<file path="src/rtl/rgen_host_if_axi4lite.sv">
// AXI4-Lite slave host interface for generated register blocks.
// Converts one AXI4-Lite transaction at a time into the local command bus and
// returns the response mux result on B/R. AW, W and AR are captured into
// single-entry holding registers; a write/read priority pointer gives fairness.
// Optional build macro: RGEN_AXI4LITE_DECERR_EN (decode miss reports DECERR).
module rgen_host_if_axi4lite #(
   parameter int unsigned DATA_WIDTH          = 32,
   parameter int unsigned HOST_ADDRESS_WIDTH  = 16,
   parameter int unsigned LOCAL_ADDRESS_WIDTH = 8
) (
   input  logic                           clk,
   input  logic                           rst,
   // Write address channel
   input  logic                           i_awvalid,
   output logic                           o_awready,
   input  logic [HOST_ADDRESS_WIDTH-1:0]  i_awaddr,
   input  logic [2:0]                     i_awprot,
   // Write data channel
   input  logic                           i_wvalid,
   output logic                           o_wready,
   input  logic [DATA_WIDTH-1:0]          i_wdata,
   input  logic [DATA_WIDTH/8-1:0]        i_wstrb,
   // Write response channel
   output logic                           o_bvalid,
   input  logic                           i_bready,
   output logic [1:0]                     o_bresp,
   // Read address channel
   input  logic                           i_arvalid,
   output logic                           o_arready,
   input  logic [HOST_ADDRESS_WIDTH-1:0]  i_araddr,
   input  logic [2:0]                     i_arprot,
   // Read data channel
   output logic                           o_rvalid,
   input  logic                           i_rready,
   output logic [DATA_WIDTH-1:0]          o_rdata,
   output logic [1:0]                     o_rresp,
   // Local command bus
   output logic                           o_command_valid,
   output logic                           o_write,
   output logic                           o_read,
   output logic [LOCAL_ADDRESS_WIDTH-1:0] o_address,
   output logic [DATA_WIDTH-1:0]          o_write_data,
   output logic [DATA_WIDTH-1:0]          o_write_mask,
   input  logic                           i_response_ready,
   input  logic [DATA_WIDTH-1:0]          i_read_data,
   input  logic [2:0]                     i_status
);

   localparam int unsigned StrbWidth = DATA_WIDTH / 8;

   typedef enum logic [1:0] {
      StIdle,
      StCommand,
      StWaitB,
      StWaitR
   } state_e;

   state_e                         state_q, state_d;
   logic                           aw_held_q, aw_held_d;
   logic                           w_held_q, w_held_d;
   logic                           ar_held_q, ar_held_d;
   logic [LOCAL_ADDRESS_WIDTH-1:0] awaddr_q, awaddr_d;
   logic [LOCAL_ADDRESS_WIDTH-1:0] araddr_q, araddr_d;
   logic [DATA_WIDTH-1:0]          wdata_q, wdata_d;
   logic [StrbWidth-1:0]           wstrb_q, wstrb_d;
   // 1: the most recent grant was a write, so a contending read wins next
   logic                           last_write_q, last_write_d;

   logic                           cmd_valid_q, cmd_valid_d;
   logic                           cmd_write_q, cmd_write_d;
   logic                           cmd_read_q, cmd_read_d;
   logic [LOCAL_ADDRESS_WIDTH-1:0] cmd_addr_q, cmd_addr_d;
   logic [DATA_WIDTH-1:0]          cmd_wdata_q, cmd_wdata_d;
   logic [DATA_WIDTH-1:0]          cmd_mask_q, cmd_mask_d;

   logic                           bvalid_q, bvalid_d;
   logic [1:0]                     bresp_q, bresp_d;
   logic                           rvalid_q, rvalid_d;
   logic [1:0]                     rresp_q, rresp_d;
   logic [DATA_WIDTH-1:0]          rdata_q, rdata_d;

   logic                           is_idle;
   logic                           awready, wready, arready;
   logic                           aw_hs, w_hs, ar_hs;
   logic                           wr_rdy, rd_rdy, grant_wr, grant_rd;
   logic [LOCAL_ADDRESS_WIDTH-1:0] aw_addr_eff, ar_addr_eff;
   logic [DATA_WIDTH-1:0]          w_data_eff;
   logic [StrbWidth-1:0]           w_strb_eff;
   logic [DATA_WIDTH-1:0]          w_mask_eff;
   logic [1:0]                     resp_map;

   // Protection bits, status bit2 and host address bits above the local window are ignored
   logic                           unused_inputs;
   assign unused_inputs = ^{i_awprot, i_arprot, i_status[2], i_awaddr, i_araddr};

   // Channel readies and handshakes; readies exist only in IDLE and never during reset
   always_comb begin
      is_idle = (state_q == StIdle);
      awready = is_idle && !aw_held_q && !rst;
      wready  = is_idle && !w_held_q && !rst;
      arready = is_idle && !ar_held_q && !rst;
      aw_hs   = i_awvalid && awready;
      w_hs    = i_wvalid && wready;
      ar_hs   = i_arvalid && arready;
   end

   // Request selection: held copy if present, otherwise the same-cycle bus value
   always_comb begin
      aw_addr_eff = aw_held_q ? awaddr_q : i_awaddr[LOCAL_ADDRESS_WIDTH-1:0];
      ar_addr_eff = ar_held_q ? araddr_q : i_araddr[LOCAL_ADDRESS_WIDTH-1:0];
      w_data_eff  = w_held_q ? wdata_q : i_wdata;
      w_strb_eff  = w_held_q ? wstrb_q : i_wstrb;
      w_mask_eff  = '0;
      for (int i = 0; i < StrbWidth; i++) begin
         w_mask_eff[i*8 +: 8] = {8{w_strb_eff[i]}};
      end
   end

   // Arbitration: a read beats a contending write only right after a write grant
   always_comb begin
      wr_rdy   = (aw_held_q || aw_hs) && (w_held_q || w_hs);
      rd_rdy   = ar_held_q || ar_hs;
      grant_rd = is_idle && rd_rdy && (!wr_rdy || last_write_q);
      grant_wr = is_idle && wr_rdy && !grant_rd;
   end

   // Status to AXI response code
   always_comb begin
      resp_map = 2'b00;
`ifdef RGEN_AXI4LITE_DECERR_EN
      if (i_status[1]) begin
         resp_map = 2'b11;
      end else if (i_status[0]) begin
         resp_map = 2'b10;
      end
`else
      if (i_status[1:0] != 2'b00) begin
         resp_map = 2'b10;
      end
`endif
   end

   // Next-state logic for the transaction FSM, holding registers and outputs
   always_comb begin
      state_d      = state_q;
      aw_held_d    = aw_held_q | aw_hs;
      w_held_d     = w_held_q | w_hs;
      ar_held_d    = ar_held_q | ar_hs;
      awaddr_d     = aw_hs ? i_awaddr[LOCAL_ADDRESS_WIDTH-1:0] : awaddr_q;
      araddr_d     = ar_hs ? i_araddr[LOCAL_ADDRESS_WIDTH-1:0] : araddr_q;
      wdata_d      = w_hs ? i_wdata : wdata_q;
      wstrb_d      = w_hs ? i_wstrb : wstrb_q;
      last_write_d = last_write_q;
      cmd_valid_d  = cmd_valid_q;
      cmd_write_d  = cmd_write_q;
      cmd_read_d   = cmd_read_q;
      cmd_addr_d   = cmd_addr_q;
      cmd_wdata_d  = cmd_wdata_q;
      cmd_mask_d   = cmd_mask_q;
      bvalid_d     = bvalid_q;
      bresp_d      = bresp_q;
      rvalid_d     = rvalid_q;
      rresp_d      = rresp_q;
      rdata_d      = rdata_q;

      case (state_q)
         StIdle: begin
            if (grant_wr) begin
               cmd_valid_d  = 1'b1;
               cmd_write_d  = 1'b1;
               cmd_read_d   = 1'b0;
               cmd_addr_d   = aw_addr_eff;
               cmd_wdata_d  = w_data_eff;
               cmd_mask_d   = w_mask_eff;
               last_write_d = 1'b1;
               state_d      = StCommand;
            end else if (grant_rd) begin
               cmd_valid_d  = 1'b1;
               cmd_write_d  = 1'b0;
               cmd_read_d   = 1'b1;
               cmd_addr_d   = ar_addr_eff;
               cmd_wdata_d  = '0;
               cmd_mask_d   = '0;
               last_write_d = 1'b0;
               state_d      = StCommand;
            end
         end
         StCommand: begin
            if (i_response_ready) begin
               cmd_valid_d = 1'b0;
               cmd_write_d = 1'b0;
               cmd_read_d  = 1'b0;
               if (cmd_write_q) begin
                  bvalid_d  = 1'b1;
                  bresp_d   = resp_map;
                  aw_held_d = 1'b0;
                  w_held_d  = 1'b0;
                  state_d   = StWaitB;
               end else begin
                  rvalid_d  = 1'b1;
                  rresp_d   = resp_map;
                  rdata_d   = i_read_data;
                  ar_held_d = 1'b0;
                  state_d   = StWaitR;
               end
            end
         end
         StWaitB: begin
            if (i_bready) begin
               bvalid_d = 1'b0;
               bresp_d  = 2'b00;
               state_d  = StIdle;
            end
         end
         StWaitR: begin
            if (i_rready) begin
               rvalid_d = 1'b0;
               rresp_d  = 2'b00;
               rdata_d  = '0;
               state_d  = StIdle;
            end
         end
         default: begin
            state_d = StIdle;
         end
      endcase
   end

   // State registers; reset drops any transaction in flight without a response
   always_ff @(posedge clk) begin
      if (rst) begin
         state_q      <= StIdle;
         aw_held_q    <= 1'b0;
         w_held_q     <= 1'b0;
         ar_held_q    <= 1'b0;
         awaddr_q     <= '0;
         araddr_q     <= '0;
         wdata_q      <= '0;
         wstrb_q      <= '0;
         last_write_q <= 1'b0;
         cmd_valid_q  <= 1'b0;
         cmd_write_q  <= 1'b0;
         cmd_read_q   <= 1'b0;
         cmd_addr_q   <= '0;
         cmd_wdata_q  <= '0;
         cmd_mask_q   <= '0;
         bvalid_q     <= 1'b0;
         bresp_q      <= 2'b00;
         rvalid_q     <= 1'b0;
         rresp_q      <= 2'b00;
         rdata_q      <= '0;
      end else begin
         state_q      <= state_d;
         aw_held_q    <= aw_held_d;
         w_held_q     <= w_held_d;
         ar_held_q    <= ar_held_d;
         awaddr_q     <= awaddr_d;
         araddr_q     <= araddr_d;
         wdata_q      <= wdata_d;
         wstrb_q      <= wstrb_d;
         last_write_q <= last_write_d;
         cmd_valid_q  <= cmd_valid_d;
         cmd_write_q  <= cmd_write_d;
         cmd_read_q   <= cmd_read_d;
         cmd_addr_q   <= cmd_addr_d;
         cmd_wdata_q  <= cmd_wdata_d;
         cmd_mask_q   <= cmd_mask_d;
         bvalid_q     <= bvalid_d;
         bresp_q      <= bresp_d;
         rvalid_q     <= rvalid_d;
         rresp_q      <= rresp_d;
         rdata_q      <= rdata_d;
      end
   end

   assign o_awready       = awready;
   assign o_wready        = wready;
   assign o_arready       = arready;
   assign o_bvalid        = bvalid_q;
   assign o_bresp         = bresp_q;
   assign o_rvalid        = rvalid_q;
   assign o_rresp         = rresp_q;
   assign o_rdata         = rdata_q;
   assign o_command_valid = cmd_valid_q;
   assign o_write         = cmd_write_q;
   assign o_read          = cmd_read_q;
   assign o_address       = cmd_addr_q;
   assign o_write_data    = cmd_wdata_q;
   assign o_write_mask    = cmd_mask_q;

endmodule

</file>
<file path="config.mk">
export PLATFORM = sky130hd
export DESIGN_NAME = rgen_host_if_axi4lite
export DESIGN_NICKNAME = d
export VERILOG_FILES = /design/src/rtl/rgen_host_if_axi4lite.sv
export SDC_FILE = /design/constraint.sdc
export NUM_CORES = 1
export LEC_CHECK = 0
export CAP_MARGIN = 20
export CORE_MARGIN = 2
export CORE_UTILIZATION = 41
export CTS_BUF_LIST = sky130_fd_sc_hd__clkbuf_2 sky130_fd_sc_hd__clkbuf_4 sky130_fd_sc_hd__clkbuf_8
export DETAILED_ROUTE_END_ITERATION = 7
export GPL_TIMING_DRIVEN = 0
export HOLD_SLACK_MARGIN = 0.05
export PLACE_DENSITY = 0.79
export SETUP_SLACK_MARGIN = 0.4
export SLEW_MARGIN = 20
export SYNTH_ARGS = -nofsm -noshare
export SYNTH_HDL_FRONTEND = slang
export SYNTH_SLANG_ARGS = --single-unit
export TNS_END_PERCENT = 1
</file>
<file path="constraint.sdc">
create_clock -name clk -period 2.5 [get_ports clk]
set_input_delay 0.75 -clock clk [delete_from_list [all_inputs] [get_ports clk]]
set_output_delay 0.75 -clock clk [all_outputs]
set_load 0.02 [all_outputs]
</file>
# --- Word-level counts from Yosys, hierarchy flattened ---
# Index checks and enable logic that the tools add are counted.
totals:
  in_bits: 117
  ff_bits: 171
classes:
  muxes: 53
  n_eq_ne: 9
  reduce_logical: 35
  n_bitwise: 3
op_table:
  columns: ["cell", "count"]
  rows:
  - ["32-bit 2-to-1 mux", 7]
  - ["32-bit case mux with 2 select lines", 1]
  - ["8-bit 2-to-1 mux", 4]
  - ["1-bit 2-to-1 mux", 22]
  - ["2-bit 2-to-1 mux", 10]
  - ["1-bit logical AND", 14]
  - ["4-bit AND reduction", 3]
  - ["2-bit != test, second input constant", 5]
  - ["1-bit case mux with 2 select lines", 5]
  - ["2-bit nonzero test", 5]
  - ["2-bit case mux with 2 select lines", 2]
  - ["2-bit case mux with 4 select lines", 1]
  - ["1-bit zero test", 6]
  - ["2-bit == test, second input constant", 2]
  - ["1-bit logical OR", 4]
  - ["4-bit 2-to-1 mux", 1]
  - ["3-bit by 1-bit != test with 1-bit output, second input constant", 1]
  - ["1-bit bitwise OR", 3]
  - ["3-bit AND reduction", 1]
  - ["2-bit by 1-bit == test with 1-bit output, second input constant", 1]
  - ["2-bit zero test", 1]
  - ["2-bit AND reduction", 1]

# --- Longest topological paths before layout ---
logic_depth:
  depth_word: 13
  depth_mapped: 9
  ltp_nobuf: 5

# --- Worst setup path after synthesis ---
# No wires, ideal clock.
synth_timing:
  path_kind: "input -> output"
  from: "input rst"
  to: "output o_awready"
  slack_ns: -0.045
  path_stages: 3
  t_arrival_ns: 1.795
  required_time_ns: 1.750
  n_path_buf: 1
  path_cell_list: "buf_4 > or3_1 > nor2_1"
synth_between:
  elab_chain_cells: 2
synth_rtl:
  columns: ["element", "line_no", "rtl"]
  rows:
  - ["start, declared", "12", "input logic rst,"]
  - ["1-bit zero test", "99", "awready = is_idle && !aw_held_q && !rst;"]
  - ["1-bit logical AND", "99", null]
  - ["end, declared", "15", "output logic o_awready,"]
# No other way between the ends.

# --- Worst setup path in the final report ---
layout_timing:
  from: "input rst"
  to: "output o_arready"
layout_between:
  elab_chain_cells: 2
layout_rtl:
  columns: ["element", "line_no", "rtl"]
  rows:
  - ["1-bit zero test", "101", "arready = is_idle && !ar_held_q && !rst;"]
  - ["1-bit logical AND", "101", null]
  - ["end, declared", "29", "output logic o_arready,"]
# No other way between the ends.

==> impl_metrics.csv <==
group,metric,value,unit
outcome,run_status,"completed",
floorplan,pin_count,233,
clock_tree,number_of_clock_sinks,141,
clock_tree,clock_tree.htree_level_count,4,
layout,layout.core_utilization,62.9,%
clock_tree,ctsHoldBuffers,0,
layout,antenna_cells_inserted,0,
drt,postRouteWirelength,17400,um
pwr,power_density,678,mW/mm^2
clock_tree,clk_path_buf_depth,2,
timing,grt_setup_unrepaired,"yes",
timing,maxSlewViolCount,0,
floorplan,die-width,124,um
timing,max_slew_headroom,52.7,%
timing,timing.final.hold_violations,0,
timing,timing.final.setup_violations,0,
timing,timing.final.ws_setup,0.0723,ns
pwr,static-leakage-power,3.44,nW
clock_tree,ctsRootBufferMaster,"clkbuf_8",
drt,dr_total_vias,5551,
global_route,grt-ovfl-total,0,
synth,synth_area_leader_cell,"dfxtp_1",
setup_path,critPathLaunchType,"input port",
setup_path,worst_r2r_path_depth,7,
global_route,largest_net_degree_at_the_start_of_global_routing,17,
timing,fin_worst_hold_slack,0.451,ns
setup_path,cp.required,1.75,ns
pwr,swShare,31.0,%
setup_path,data_arrival_critical_path,1.68,ns
timing,actual_transition_at_the_worst_max_transition_pin,0.710,ns
layout,layout.cells.most_common,"clkdlybuf4s50_1",
clock_tree,worst_setup_hold_path_clk_slew,0.08,ns
floorplan,die_h,124,um
floorplan,core,0.0140,mm^2
layout,layout.nets,1009,
layout,post-route-cell-area,0.00880,mm^2
timing,timing.final.crit_period,2.43,ns
min_path,worst_hold_path.num_cells,2,
floorplan,dieArea,0.0154,mm^2
synth,syn-instance-count,655,
layout,area_growth,48.8,%
pwr,pwr-share-clk,30.8,%
placement,gp_routability_congestion,0.849,
layout,final_cell_count_no_fill,1085,
floorplan,initial_util,42.3,%
pwr,share_comb_of_total_power,26.0,%
synth,synth.area.top_cells,"dfxtp_1 (48%), a22oi_1 (8.6%), mux2_2 (6.9%)",
setup_path,critical_path_peak_fanout,3,
synth,yosysUniqueCellTypes,33,
layout,most-common-layout-cells,"clkdlybuf4s50_1 (203), dfxtp_1 (136), nand2_1 (104)",
drt,final_antenna_net_count,0,
setup_path,critical_path_endpoint_category,"output pin",
synth,seq_area_frac_synth,47.7,%
clock_tree,numCtsBuffers,17,
synth,postSynthRegisterBits,141,
timing,setup-tns-final,0,ns
placement,dp_hpwl,12400,um
placement,post_place_cells,1043,
pwr,p_int,4.12,mW
global_route,global_route.usage.total,22.8,%
timing,max_freq,0.412,GHz
setup_path,worst-setup-path-type,"in -> out",
synth,synth.avg_cell_area,9.03,um^2
global_route,first_global_vias,5247,
pwr,power.share.sequential,43.2,%
synth,yosys.area.top_type_share,47.7,%
drt,via_per_inst,5.12,
clock_tree,cts_tree,"done",
drt,drt_iter0_markers,365,
layout,fraction_of_final_layout_cells_with_drive_strength_greater_than_1,17.3,%
synth,syn-cell-area,0.00592,mm^2
synth,number_of_warnings_issued_by_yosys,0,
drt,drc,0,
global_route,grt_pass1_wl,27000,um
placement,placedInstanceArea,0.00826,mm^2
drt,drt_pre_antenna_iters,4,
drt,wire_per_inst,16.0,um
timing,clock_skew,0.0125,ns
placement,number_of_i_o_port_buffers,207,
run,maxCapViolations,0,
layout,number_of_filler_instances_in_the_final_layout,1205,
placement,place_ws,-1.06,ns
min_path,worst_hold_path_type,"reg -> reg",
floorplan,row_count,43,
global_route,antenna_found_initial,0,
pwr,ir_worst_vdd,0.421,mV
pwr,netSwitchingPower,1.85,mW
timing,period_share,97.1,%
clock_tree,clock_latency,0.46,ns
pwr,design_power_total,5.97,mW
[power groups by stage]
stage / clock network, mW / logic [mW] / registers, mW
after floorplan: 0 / 0.748 / 2.72
after global placement: 0 / 1.46 / 2.62
after detailed placement: 0 / 1.48 / 2.63
after CTS: 1.86 / 1.53 / 2.58
after global routing: 1.96 / 1.68 / 2.60
final: 1.84 / 1.55 / 2.58
[routing by layer]
layer	vias to the layer above	wire [um]	global-route usage, %
met3	23	1450	8.01
li1	2728	-	-
met5	-	0	0
met1	2587	7420	27.9
met4	0	223	6.74
met2	213	8270	37.6
[cell families (layout without fill, tap and decap cells)]
kind of cell	Yosys count	after routing	share of synthesized area, %
AO/OA/AOI/OAI	111	111	13.8
buffers and inverters	82	331	7.53
flip-flops	141	141	47.7
multiplexers	52	52	9.56
other	1	2	0.0634
AND/OR/NAND/NOR	268	268	21.4
[cells in the mapped netlist]
cell type and instances:
nand3b_1 46, and2_1 3, and3_1 1, mux2i_1 16, nor3_1 13, nor4b_4 1, inv_1 2, or3_1 1
nand2_1 104, conb_1 1, buf_2 8, nor2_1 84, nor2b_1 4, o21ai_0 3, mux2_2 36, a21oi_1 18
nand3_1 9, o21ai_1 1, or4_1 1, a22oi_1 68, o221ai_1 1, o22ai_2 8, o211a_1 1, nor4b_2 1
buf_1 5, a22o_1 1, buf_4 32, o22ai_1 1, a311o_1 1, clkbuf_1 34, dfxtp_1 141, buf_6 1
a31oi_1 8
[path summary, 6_finish.rpt]
kind                  endpoint        from  slack [ns]
setup / recovery     o_arready         rst        0.07
hold / removal      o_rresp[1]  o_rresp[1]        0.45
setup reg to reg  o_address[5]  state_q[1]        0.35
hold reg to reg     o_rresp[1]  o_rresp[1]        0.45
[cell type report]
class                   count  area, um^2  area share, %
plain buffers              80         470           5.35
repair buffers            217        2160           24.5
flip-flops and latches    141        2830           32.2
clock inverters            13         143           1.62
clock buffers              19         249           2.83
multi-input cells         433        2720           30.9
inverters                   2        7.51         0.0853
well taps                 180         225           2.56
[sequential cells by signal (all words and copies together) (netlist names), 2 cells and up]
signal / count
awaddr_q: 8
o_write_mask: 4
wstrb_q: 4
araddr_q: 8
o_rdata: 32
o_address: 8
state_q: 2
o_write_data: 32
wdata_q: 32
[worst max-delay path: stages]
cell and delay (ns):
buf_8 0.10, buf_6 0.10, or3_4 0.42, nor2_4 0.17
buf_6 0.14
[repair_timing]
item,4_1_cts,5_1_grt
setup endpoints to repair,255,223
pin swaps,4,3
gates resized for setup,40,17
buffers inserted,8,2
Note: power is estimated with default switching activity, not from simulation.
